===== src/rtl/calc_seq_ctrl_if.sv =====
// Calculator sequencer bus: keypad events and ALU handshake in, register strobes and display state out.
// Latency: none, wires only.
// Backpressure: none; key and ALU events are one-cycle pulses that must be consumed when presented.
interface calc_seq_ctrl_if;
    logic       key_valid;
    logic [4:0] key_code;
    logic       alu_done;
    logic       alu_err;
    logic       a_shift;
    logic       b_shift;
    logic [3:0] digit_out;
    logic       a_clr;
    logic       b_clr;
    logic       res_to_a;
    logic [2:0] op_code;
    logic       alu_start;
    logic       show_result;
    logic       err;
    logic       busy;
    logic [2:0] state_dbg;

    // Controller side
    modport master (
        input  key_valid, key_code, alu_done, alu_err,
        output a_shift, b_shift, digit_out, a_clr, b_clr, res_to_a,
               op_code, alu_start, show_result, err, busy, state_dbg
    );

    // Keypad / ALU / display side
    modport slave (
        output key_valid, key_code, alu_done, alu_err,
        input  a_shift, b_shift, digit_out, a_clr, b_clr, res_to_a,
               op_code, alu_start, show_result, err, busy, state_dbg
    );
endinterface


===== src/rtl/calc_seq_ctrl.sv =====
// Calculator sequencer: turns key pulses into operand strobes, latches the operator and runs the ALU handshake.
// Latency: every output is registered; a key at cycle N shows its strobes at N+1, alu_start follows EXEC by one cycle.
// Backpressure: none; keys outside their accepting states are dropped, ALU wait is bounded by TIMEOUT cycles.
module calc_seq_ctrl #(
    parameter int MAX_DIGITS = 3,
    parameter int TIMEOUT    = 1024
) (
    input  logic           CLK,
    input  logic           RST,
    calc_seq_ctrl_if.master bus
);

    localparam int CW = $clog2(MAX_DIGITS + 1);
    localparam int TW = (TIMEOUT > 1) ? $clog2(TIMEOUT) : 1;
    localparam logic [CW-1:0] CNT_MAX  = CW'(MAX_DIGITS);
    localparam logic [TW-1:0] TMO_LAST = TW'(TIMEOUT - 1);

    typedef enum logic [2:0] {
        ST_ENT_A = 3'd0,
        ST_ENT_B = 3'd1,
        ST_EXEC  = 3'd2,
        ST_WAIT  = 3'd3,
        ST_SHOW  = 3'd4,
        ST_ERR   = 3'd5,
        ST_LOAD  = 3'd6
    } state_t;

    state_t        state_q, state_d;
    logic [CW-1:0] a_cnt_q, a_cnt_d;
    logic [CW-1:0] b_cnt_q, b_cnt_d;
    logic [2:0]    op_q, op_d;
    logic [3:0]    pend_q, pend_d;
    logic [TW-1:0] tmo_q, tmo_d;
    logic          a_shift_q, a_shift_d;
    logic          b_shift_q, b_shift_d;
    logic [3:0]    digit_q, digit_d;
    logic          a_clr_q, a_clr_d;
    logic          b_clr_q, b_clr_d;
    logic          res_to_a_q, res_to_a_d;
    logic          alu_start_q, alu_start_d;
    logic          show_q, show_d;
    logic          err_q, err_d;
    logic          busy_q, busy_d;

    logic       is_digit, is_op, is_sqrt, is_eq, is_clr;
    logic [2:0] key_op;

    // Key classification; codes 17..31 match nothing and fall through as no-ops
    always_comb begin
        is_digit = bus.key_valid && (bus.key_code <= 5'd9);
        is_op    = bus.key_valid && (bus.key_code >= 5'd10) && (bus.key_code <= 5'd13);
        is_sqrt  = bus.key_valid && (bus.key_code == 5'd14);
        is_eq    = bus.key_valid && (bus.key_code == 5'd15);
        is_clr   = bus.key_valid && (bus.key_code == 5'd16);
        // codes 10..13 have low bits 2..5, so subtracting 2 yields add/sub/mul/div = 0..3
        key_op   = bus.key_code[2:0] - 3'd2;
    end

    // Next-state and registered-output computation; clear overrides everything, including a same-cycle alu_done
    always_comb begin
        state_d     = state_q;
        a_cnt_d     = a_cnt_q;
        b_cnt_d     = b_cnt_q;
        op_d        = op_q;
        pend_d      = pend_q;
        tmo_d       = tmo_q;
        digit_d     = digit_q;
        a_shift_d   = 1'b0;
        b_shift_d   = 1'b0;
        a_clr_d     = 1'b0;
        b_clr_d     = 1'b0;
        res_to_a_d  = 1'b0;
        alu_start_d = 1'b0;

        if (is_clr) begin
            a_clr_d = 1'b1;
            b_clr_d = 1'b1;
            a_cnt_d = '0;
            b_cnt_d = '0;
            op_d    = 3'd0;
            state_d = ST_ENT_A;
        end else begin
            unique case (state_q)
                ST_ENT_A: begin
                    if (is_digit && (a_cnt_q < CNT_MAX)) begin
                        a_shift_d = 1'b1;
                        digit_d   = bus.key_code[3:0];
                        a_cnt_d   = a_cnt_q + CW'(1);
                    end else if (is_op) begin
                        op_d    = key_op;
                        b_clr_d = 1'b1;
                        b_cnt_d = '0;
                        state_d = ST_ENT_B;
                    end else if (is_sqrt) begin
                        op_d    = 3'd4;
                        state_d = ST_EXEC;
                    end
                end
                ST_ENT_B: begin
                    if (is_digit && (b_cnt_q < CNT_MAX)) begin
                        b_shift_d = 1'b1;
                        digit_d   = bus.key_code[3:0];
                        b_cnt_d   = b_cnt_q + CW'(1);
                    end else if (is_op && (b_cnt_q == '0)) begin
                        op_d = key_op;
                    end else if (is_eq && (b_cnt_q != '0)) begin
                        state_d = ST_EXEC;
                    end
                end
                ST_EXEC: begin
                    alu_start_d = 1'b1;
                    tmo_d       = '0;
                    state_d     = ST_WAIT;
                end
                ST_WAIT: begin
                    // a done on the final timeout cycle still counts as a completion
                    if (bus.alu_done) begin
                        state_d = bus.alu_err ? ST_ERR : ST_SHOW;
                    end else if (tmo_q == TMO_LAST) begin
                        state_d = ST_ERR;
                    end else begin
                        tmo_d = tmo_q + TW'(1);
                    end
                end
                ST_SHOW: begin
                    if (is_digit) begin
                        // start a fresh calculation; the digit is replayed into A from LOAD
                        a_clr_d = 1'b1;
                        b_clr_d = 1'b1;
                        a_cnt_d = '0;
                        b_cnt_d = '0;
                        pend_d  = bus.key_code[3:0];
                        state_d = ST_LOAD;
                    end else if (is_op) begin
                        // chain: result becomes A and is treated as full so no digits append to it
                        res_to_a_d = 1'b1;
                        a_cnt_d    = CNT_MAX;
                        op_d       = key_op;
                        b_clr_d    = 1'b1;
                        b_cnt_d    = '0;
                        state_d    = ST_ENT_B;
                    end else if (is_sqrt) begin
                        res_to_a_d = 1'b1;
                        op_d       = 3'd4;
                        state_d    = ST_EXEC;
                    end
                end
                ST_LOAD: begin
                    a_shift_d = 1'b1;
                    digit_d   = pend_q;
                    a_cnt_d   = CW'(1);
                    state_d   = ST_ENT_A;
                end
                ST_ERR: begin
                    state_d = ST_ERR;
                end
                default: begin
                    state_d = ST_ENT_A;
                end
            endcase
        end

        show_d = (state_d == ST_SHOW);
        err_d  = (state_d == ST_ERR);
        busy_d = (state_d == ST_EXEC) || (state_d == ST_WAIT);
    end

    // State, counters and output registers with synchronous reset
    always_ff @(posedge CLK) begin
        if (RST) begin
            state_q     <= ST_ENT_A;
            a_cnt_q     <= '0;
            b_cnt_q     <= '0;
            op_q        <= 3'd0;
            pend_q      <= 4'd0;
            tmo_q       <= '0;
            digit_q     <= 4'd0;
            a_shift_q   <= 1'b0;
            b_shift_q   <= 1'b0;
            a_clr_q     <= 1'b0;
            b_clr_q     <= 1'b0;
            res_to_a_q  <= 1'b0;
            alu_start_q <= 1'b0;
            show_q      <= 1'b0;
            err_q       <= 1'b0;
            busy_q      <= 1'b0;
        end else begin
            state_q     <= state_d;
            a_cnt_q     <= a_cnt_d;
            b_cnt_q     <= b_cnt_d;
            op_q        <= op_d;
            pend_q      <= pend_d;
            tmo_q       <= tmo_d;
            digit_q     <= digit_d;
            a_shift_q   <= a_shift_d;
            b_shift_q   <= b_shift_d;
            a_clr_q     <= a_clr_d;
            b_clr_q     <= b_clr_d;
            res_to_a_q  <= res_to_a_d;
            alu_start_q <= alu_start_d;
            show_q      <= show_d;
            err_q       <= err_d;
            busy_q      <= busy_d;
        end
    end

    assign bus.a_shift     = a_shift_q;
    assign bus.b_shift     = b_shift_q;
    assign bus.digit_out   = digit_q;
    assign bus.a_clr       = a_clr_q;
    assign bus.b_clr       = b_clr_q;
    assign bus.res_to_a    = res_to_a_q;
    assign bus.op_code     = op_q;
    assign bus.alu_start   = alu_start_q;
    assign bus.show_result = show_q;
    assign bus.err         = err_q;
    assign bus.busy        = busy_q;
    assign bus.state_dbg   = state_q;

endmodule

===== src/flat_wrapper.sv =====
// flat-port wrapper written by rule: the top's interface ports become plain ports
module calc_seq_ctrl_flat 
#(
    parameter int MAX_DIGITS = 3,
    parameter int TIMEOUT    = 1024
)
  (CLK, RST, bus_key_valid, bus_key_code, bus_alu_done, bus_alu_err, bus_a_shift, bus_b_shift, bus_digit_out, bus_a_clr, bus_b_clr, bus_res_to_a, bus_op_code, bus_alu_start, bus_show_result, bus_err, bus_busy, bus_state_dbg);
  calc_seq_ctrl_if bus_i ();
  input  logic CLK;
  input  logic RST;
  input wire logic [$bits(bus_i.key_valid)-1:0] bus_key_valid;
  input wire logic [$bits(bus_i.key_code)-1:0] bus_key_code;
  input wire logic [$bits(bus_i.alu_done)-1:0] bus_alu_done;
  input wire logic [$bits(bus_i.alu_err)-1:0] bus_alu_err;
  output wire logic [$bits(bus_i.a_shift)-1:0] bus_a_shift;
  output wire logic [$bits(bus_i.b_shift)-1:0] bus_b_shift;
  output wire logic [$bits(bus_i.digit_out)-1:0] bus_digit_out;
  output wire logic [$bits(bus_i.a_clr)-1:0] bus_a_clr;
  output wire logic [$bits(bus_i.b_clr)-1:0] bus_b_clr;
  output wire logic [$bits(bus_i.res_to_a)-1:0] bus_res_to_a;
  output wire logic [$bits(bus_i.op_code)-1:0] bus_op_code;
  output wire logic [$bits(bus_i.alu_start)-1:0] bus_alu_start;
  output wire logic [$bits(bus_i.show_result)-1:0] bus_show_result;
  output wire logic [$bits(bus_i.err)-1:0] bus_err;
  output wire logic [$bits(bus_i.busy)-1:0] bus_busy;
  output wire logic [$bits(bus_i.state_dbg)-1:0] bus_state_dbg;
  assign bus_i.key_valid = bus_key_valid;
  assign bus_i.key_code = bus_key_code;
  assign bus_i.alu_done = bus_alu_done;
  assign bus_i.alu_err = bus_alu_err;
  assign bus_a_shift = bus_i.a_shift;
  assign bus_b_shift = bus_i.b_shift;
  assign bus_digit_out = bus_i.digit_out;
  assign bus_a_clr = bus_i.a_clr;
  assign bus_b_clr = bus_i.b_clr;
  assign bus_res_to_a = bus_i.res_to_a;
  assign bus_op_code = bus_i.op_code;
  assign bus_alu_start = bus_i.alu_start;
  assign bus_show_result = bus_i.show_result;
  assign bus_err = bus_i.err;
  assign bus_busy = bus_i.busy;
  assign bus_state_dbg = bus_i.state_dbg;
  calc_seq_ctrl #(.MAX_DIGITS(MAX_DIGITS), .TIMEOUT(TIMEOUT)) u_core (.CLK(CLK), .RST(RST), .bus(bus_i));
endmodule

===== config.mk =====
export PLATFORM = sky130hd
export DESIGN_NAME = calc_seq_ctrl_flat
export DESIGN_NICKNAME = d
export VERILOG_FILES = /design/src/rtl/calc_seq_ctrl_if.sv /design/src/rtl/calc_seq_ctrl.sv /design/src/flat_wrapper.sv
export SDC_FILE = /design/constraint.sdc
export NUM_CORES = 1
export LEC_CHECK = 0
export ABC_AREA = 1
export CELL_PAD_IN_SITES_DETAIL_PLACEMENT = 0
export CELL_PAD_IN_SITES_GLOBAL_PLACEMENT = 1
export CORE_MARGIN = 10
export CORE_UTILIZATION = 41
export CTS_BUF_LIST = sky130_fd_sc_hd__clkbuf_4 sky130_fd_sc_hd__clkbuf_8 sky130_fd_sc_hd__clkbuf_16
export CTS_CLUSTER_SIZE = 16
export DETAILED_ROUTE_END_ITERATION = 8
export PLACE_DENSITY_LB_ADDON = 0.1
export SLEW_MARGIN = 30
export SYNTH_ARGS = -nofsm -noshare
export SYNTH_HDL_FRONTEND = slang
export SYNTH_SLANG_ARGS = --single-unit

===== constraint.sdc =====
create_clock -name CLK -period 4 [get_ports CLK]
set_clock_uncertainty 0.2 [all_clocks]
set_input_delay 0.8 -clock CLK [delete_from_list [all_inputs] [get_ports CLK]]
set_output_delay 0.8 -clock CLK [all_outputs]
set_load 0.02 [all_outputs]

==> metrics.md <==
| Metric | Value |
|---|---|
| First-pass GRT wire length | 9.35 mm |
| Simple-gate portion of the synthesized area | 35.7% |
| Effective utilization at floorplan | 42.2% |
| GRT Util Overall | 13.4% |
| Number of synthesized register bits | 37 |
| Startpoint type of the worst setup path | primary input |
| Post-route setup TNS | 0 ns |
| Clock tree from TritonCTS | done |
| Share of cell area taken by muxes after synthesis | 0.526% |
| Area grow syn2layout | 22.2% |
| Power density cells | 432 nW/um2 |
| RSZ-0062 raised after global routing | false |
| Nets in the synthesized netlist | 342 |
| Cells after synthesis | 324 |
| Placement row count | 26 |
| Max Slew Vio Count | 0 |
| Total met3 wirelength after detailed routing | 394 um |
| Compound-gate portion of the synthesized area | 12.7% |
| Hold slack | 0.246 ns |
| Antenna violations before repair | 0 |
| Distinct cell type count of the synthesized netlist | 32 |
| Post-layout nets | 372 |
| Via count of the first global-routing pass | 1,975 |
| Register area share after synthesis | 34.6% |
| Buffer count from post-CTS setup fixing | 0 |
| Worst setup slack after placement | 0.797 ns |
| Share of synthesized registers carrying an async set or reset | 0% |
| Total routed wirelength | 5.24 mm |
| Hold bufs inserted after CTS | 0 |
| Remaining number of nets flagged by the antenna check after routing | 0 |
| Top FF cell, synth | dfxtp_1 |
| Number of H-tree levels | 2 |
| Setup slack on the worst flop-to-flop path | 2.01 ns |
| Post-detailed-placement cell area | 2480 um2 |
| Placeable core region | 5070 um2 |
| Iteration count of the initial detailed-routing pass | 4 |
| Final setup viols | 0 |
| Met2 wire length | 2.21 mm |
| Final hold violation count | 0 |
| Final Util | 51.5% |
| Antenna cells | 0 |
| PostCTS Resize Cnt | 0 |
| WP data required | 4.04 ns |
| Vias | 2,020 |
| Largest fanout of any net on the critical path | 13 |
| Number of DRC markers after the initial detailed-route iteration | 98 |
| Number of flops mapped to enable cells by yosys | 0 |
| Post-DP HPWL | 4.08 mm |
| Worst Setup SP | bus_key_code[1] |
| Routability congestion estimate from global placement | 0.887 |
| Arr. time, crit path | 2.91 ns |
| Area share of the largest cell type after synthesis | 34.6% |
| Reg2Reg Capture Point | u_core.tmo_q[3] |
| Total DRC errors in the routed layout | 0 |
| Buffers from clock root to sink, at most | 2 |
| Largest family of logic cells by synthesized area | simple AND/OR/NAND/NOR gates |
| Dominant cell type by area after synthesis | dfxtp_1 |
| Number of sinks driven by the clock tree | 37 |
| Synthesis warning total | 0 |
| Result of the run | finished, final reports clean |
| Category of the most critical setup path | in -> reg |
| Avg Vias per Cell | 4.75 |
| Clock transition time at the flip-flop clock pins of the worst setup and hold paths | 0.08 ns |
| Number of placed instances, taps included | 417 |
| Design area | 2610 um2 |
| Post-DR wirelength/cell | 12.3 um |
| Fraction of layout cells with a size suffix above 1 | 8.45% |
| F_max | 349 MHz |
| Period utilisation layout | 71.7% |
| Final Instance Count excl. Fillers | 425 |
| Dominant cell by count in the synthesized netlist | nand2_1 |
| Count of buffers from port buffering | 28 |
| CTS root buf | clkbuf_8 |
| Min-delay worst type | reg -> reg |
| Die outline area | 8510 um2 |
| Leak | 1.17 nW |
| Clock insertion delay at the later pin of the skew report | 0.30 ns |
| X dimension of the die | 92.2 um |
| Die Y | 92.2 um |
| Fillcell total | 544 |
| XOR/XNOR Fraction of Synth Area | 0.409% |
| CP Capture Point | u_core.bus.err |
| Slew at the pin closest to its max-slew limit | 0.454 ns |
| Slew HR | 69.7% |
| Cell types with the largest area share after synthesis | dfxtp_1 35%, nand2_1 14%, inv_1 8.9% |
| Total global routing overflow | 0 |
| R2R depth | 9 |
| Top post-synthesis cells by count | 81 x nand2_1, 51 x inv_1, 41 x nor2_1 |
| Reported max-cap violation count | 0 |
| Post-Route M1 WL | 2.57 mm |
| Adder and majority gate portion of the synthesized area | 4.68% |
| CTS Buf Count | 5 |
| Total power | 1.13 mW |
| Worst R2R Start | u_core.tmo_q[0] |
| Synthesized area divided by synthesized cell count | 6.60 um2 |
| I/O pin total | 29 |
| Minimum clock period after layout | 2.87 ns |
| Largest vdd supply drop | 245 uV |
| Post-synth design cell area | 2140 um2 |
| Post-layout worst setup margin | 1.13 ns |
| Pin count of the biggest net entering global routing | 14 |
| Highest routed metal layer | met4 |
| Crit. End Element | flop |
registers in the layout, indices dropped and copies added (netlist names):
| name | count |
|---|---|
| u_core.pend_q | 4 |
| u_core.bus.op_code | 3 |
| u_core.a_cnt_q | 2 |
| u_core.bus.busy | 1 |
| u_core.tmo_q | 10 |
| u_core.bus.digit_out | 4 |
| u_core.bus.a_shift | 1 |
| u_core.bus.state_dbg | 3 |
| u_core.b_cnt_q | 2 |
| u_core.bus.b_clr | 1 |
| u_core.bus.a_clr | 1 |
| u_core.bus.err | 1 |
| u_core.bus.show_result | 1 |
| u_core.bus.b_shift | 1 |
| u_core.bus.res_to_a | 1 |
| u_core.bus.alu_start | 1 |
final cells by class:
class                      instances  area (um2)  share of cell area, %
sequential                        37         741                   28.3
inverter                          56         210                   8.04
clock inverter                     3        68.8                   2.63
clock buffer                       5        68.8                   2.63
timing repair buffer              28         280                   10.7
multi-input combinational        226        1160                   44.3
tap                               70        87.6                   3.35
power by group:
group / internal [mW] / leakage [nW] / switching, mW
registers: 0.399 / 0.300 / 0.0214
clock network: 0.251 / 0.0687 / 0.149
logic: 0.117 / 0.802 / 0.191
placed cells by master (no fill, tap or decap), types with 2 or more instances in the layout:
| cell | instances |
|---|---|
| clkbuf_8 | 5 |
| dfxtp_1 | 37 |
| inv_1 | 51 |
| nand2_2 | 4 |
| ha_1 | 8 |
| nand3_2 | 4 |
| nor2_4 | 3 |
| clkdlybuf4s50_1 | 28 |
| inv_2 | 5 |
| nand3_1 | 20 |
| nand3b_1 | 2 |
| nand4_1 | 3 |
| nor2_1 | 41 |
| bufinv_16 | 2 |
| nor3_1 | 5 |
| o21ai_0 | 18 |
| a21oi_1 | 24 |
| nand2_1 | 81 |
kinds of logic after synthesis:
kind of cell / count (synthesis)
and+or+nand+nor: 167
buffers and inverters: 61
AOI/OAI and AO/OA: 49
DFF: 37
adders and majority gates: 8
xor gates and xnor gates: 1
muxes: 1
worst min-delay path by stage:
stage                                  from                      end  slack [ns]  cells after the start
floorplan                  u_core.pend_q[0]         u_core.pend_q[0]        0.22                      2
global placement    u_core.bus.digit_out[3]  u_core.bus.digit_out[3]        0.23                      2
detailed placement  u_core.bus.digit_out[3]  u_core.bus.digit_out[3]        0.24                      2
CTS                 u_core.bus.digit_out[3]  u_core.bus.digit_out[3]        0.25                      2
global route        u_core.bus.digit_out[2]  u_core.bus.digit_out[2]        0.27                      2
finish              u_core.bus.digit_out[3]  u_core.bus.digit_out[3]        0.25                      2
critical path, stage by stage:
cell and delay [ns]:
clkdlybuf4s50_1 0.62, inv_1 0.16, ha_1 0.22, nand2_1 0.06
inv_1 0.04, nand2_1 0.05, nand2_1 0.06, nand2_2 0.11
nand3_2 0.23, nand2_1 0.14, nor2_1 0.07, a21oi_2 0.16
nand2_1 0.09, nor2_1 0.08
metal layers:
metal	global-route usage [%]	up-vias
met5	0	-
met4	4.63	0
met3	5.22	6
met2	19.8	44
met1	17.2	894
li1	-	1076
Power figures use the tool's default switching activity.
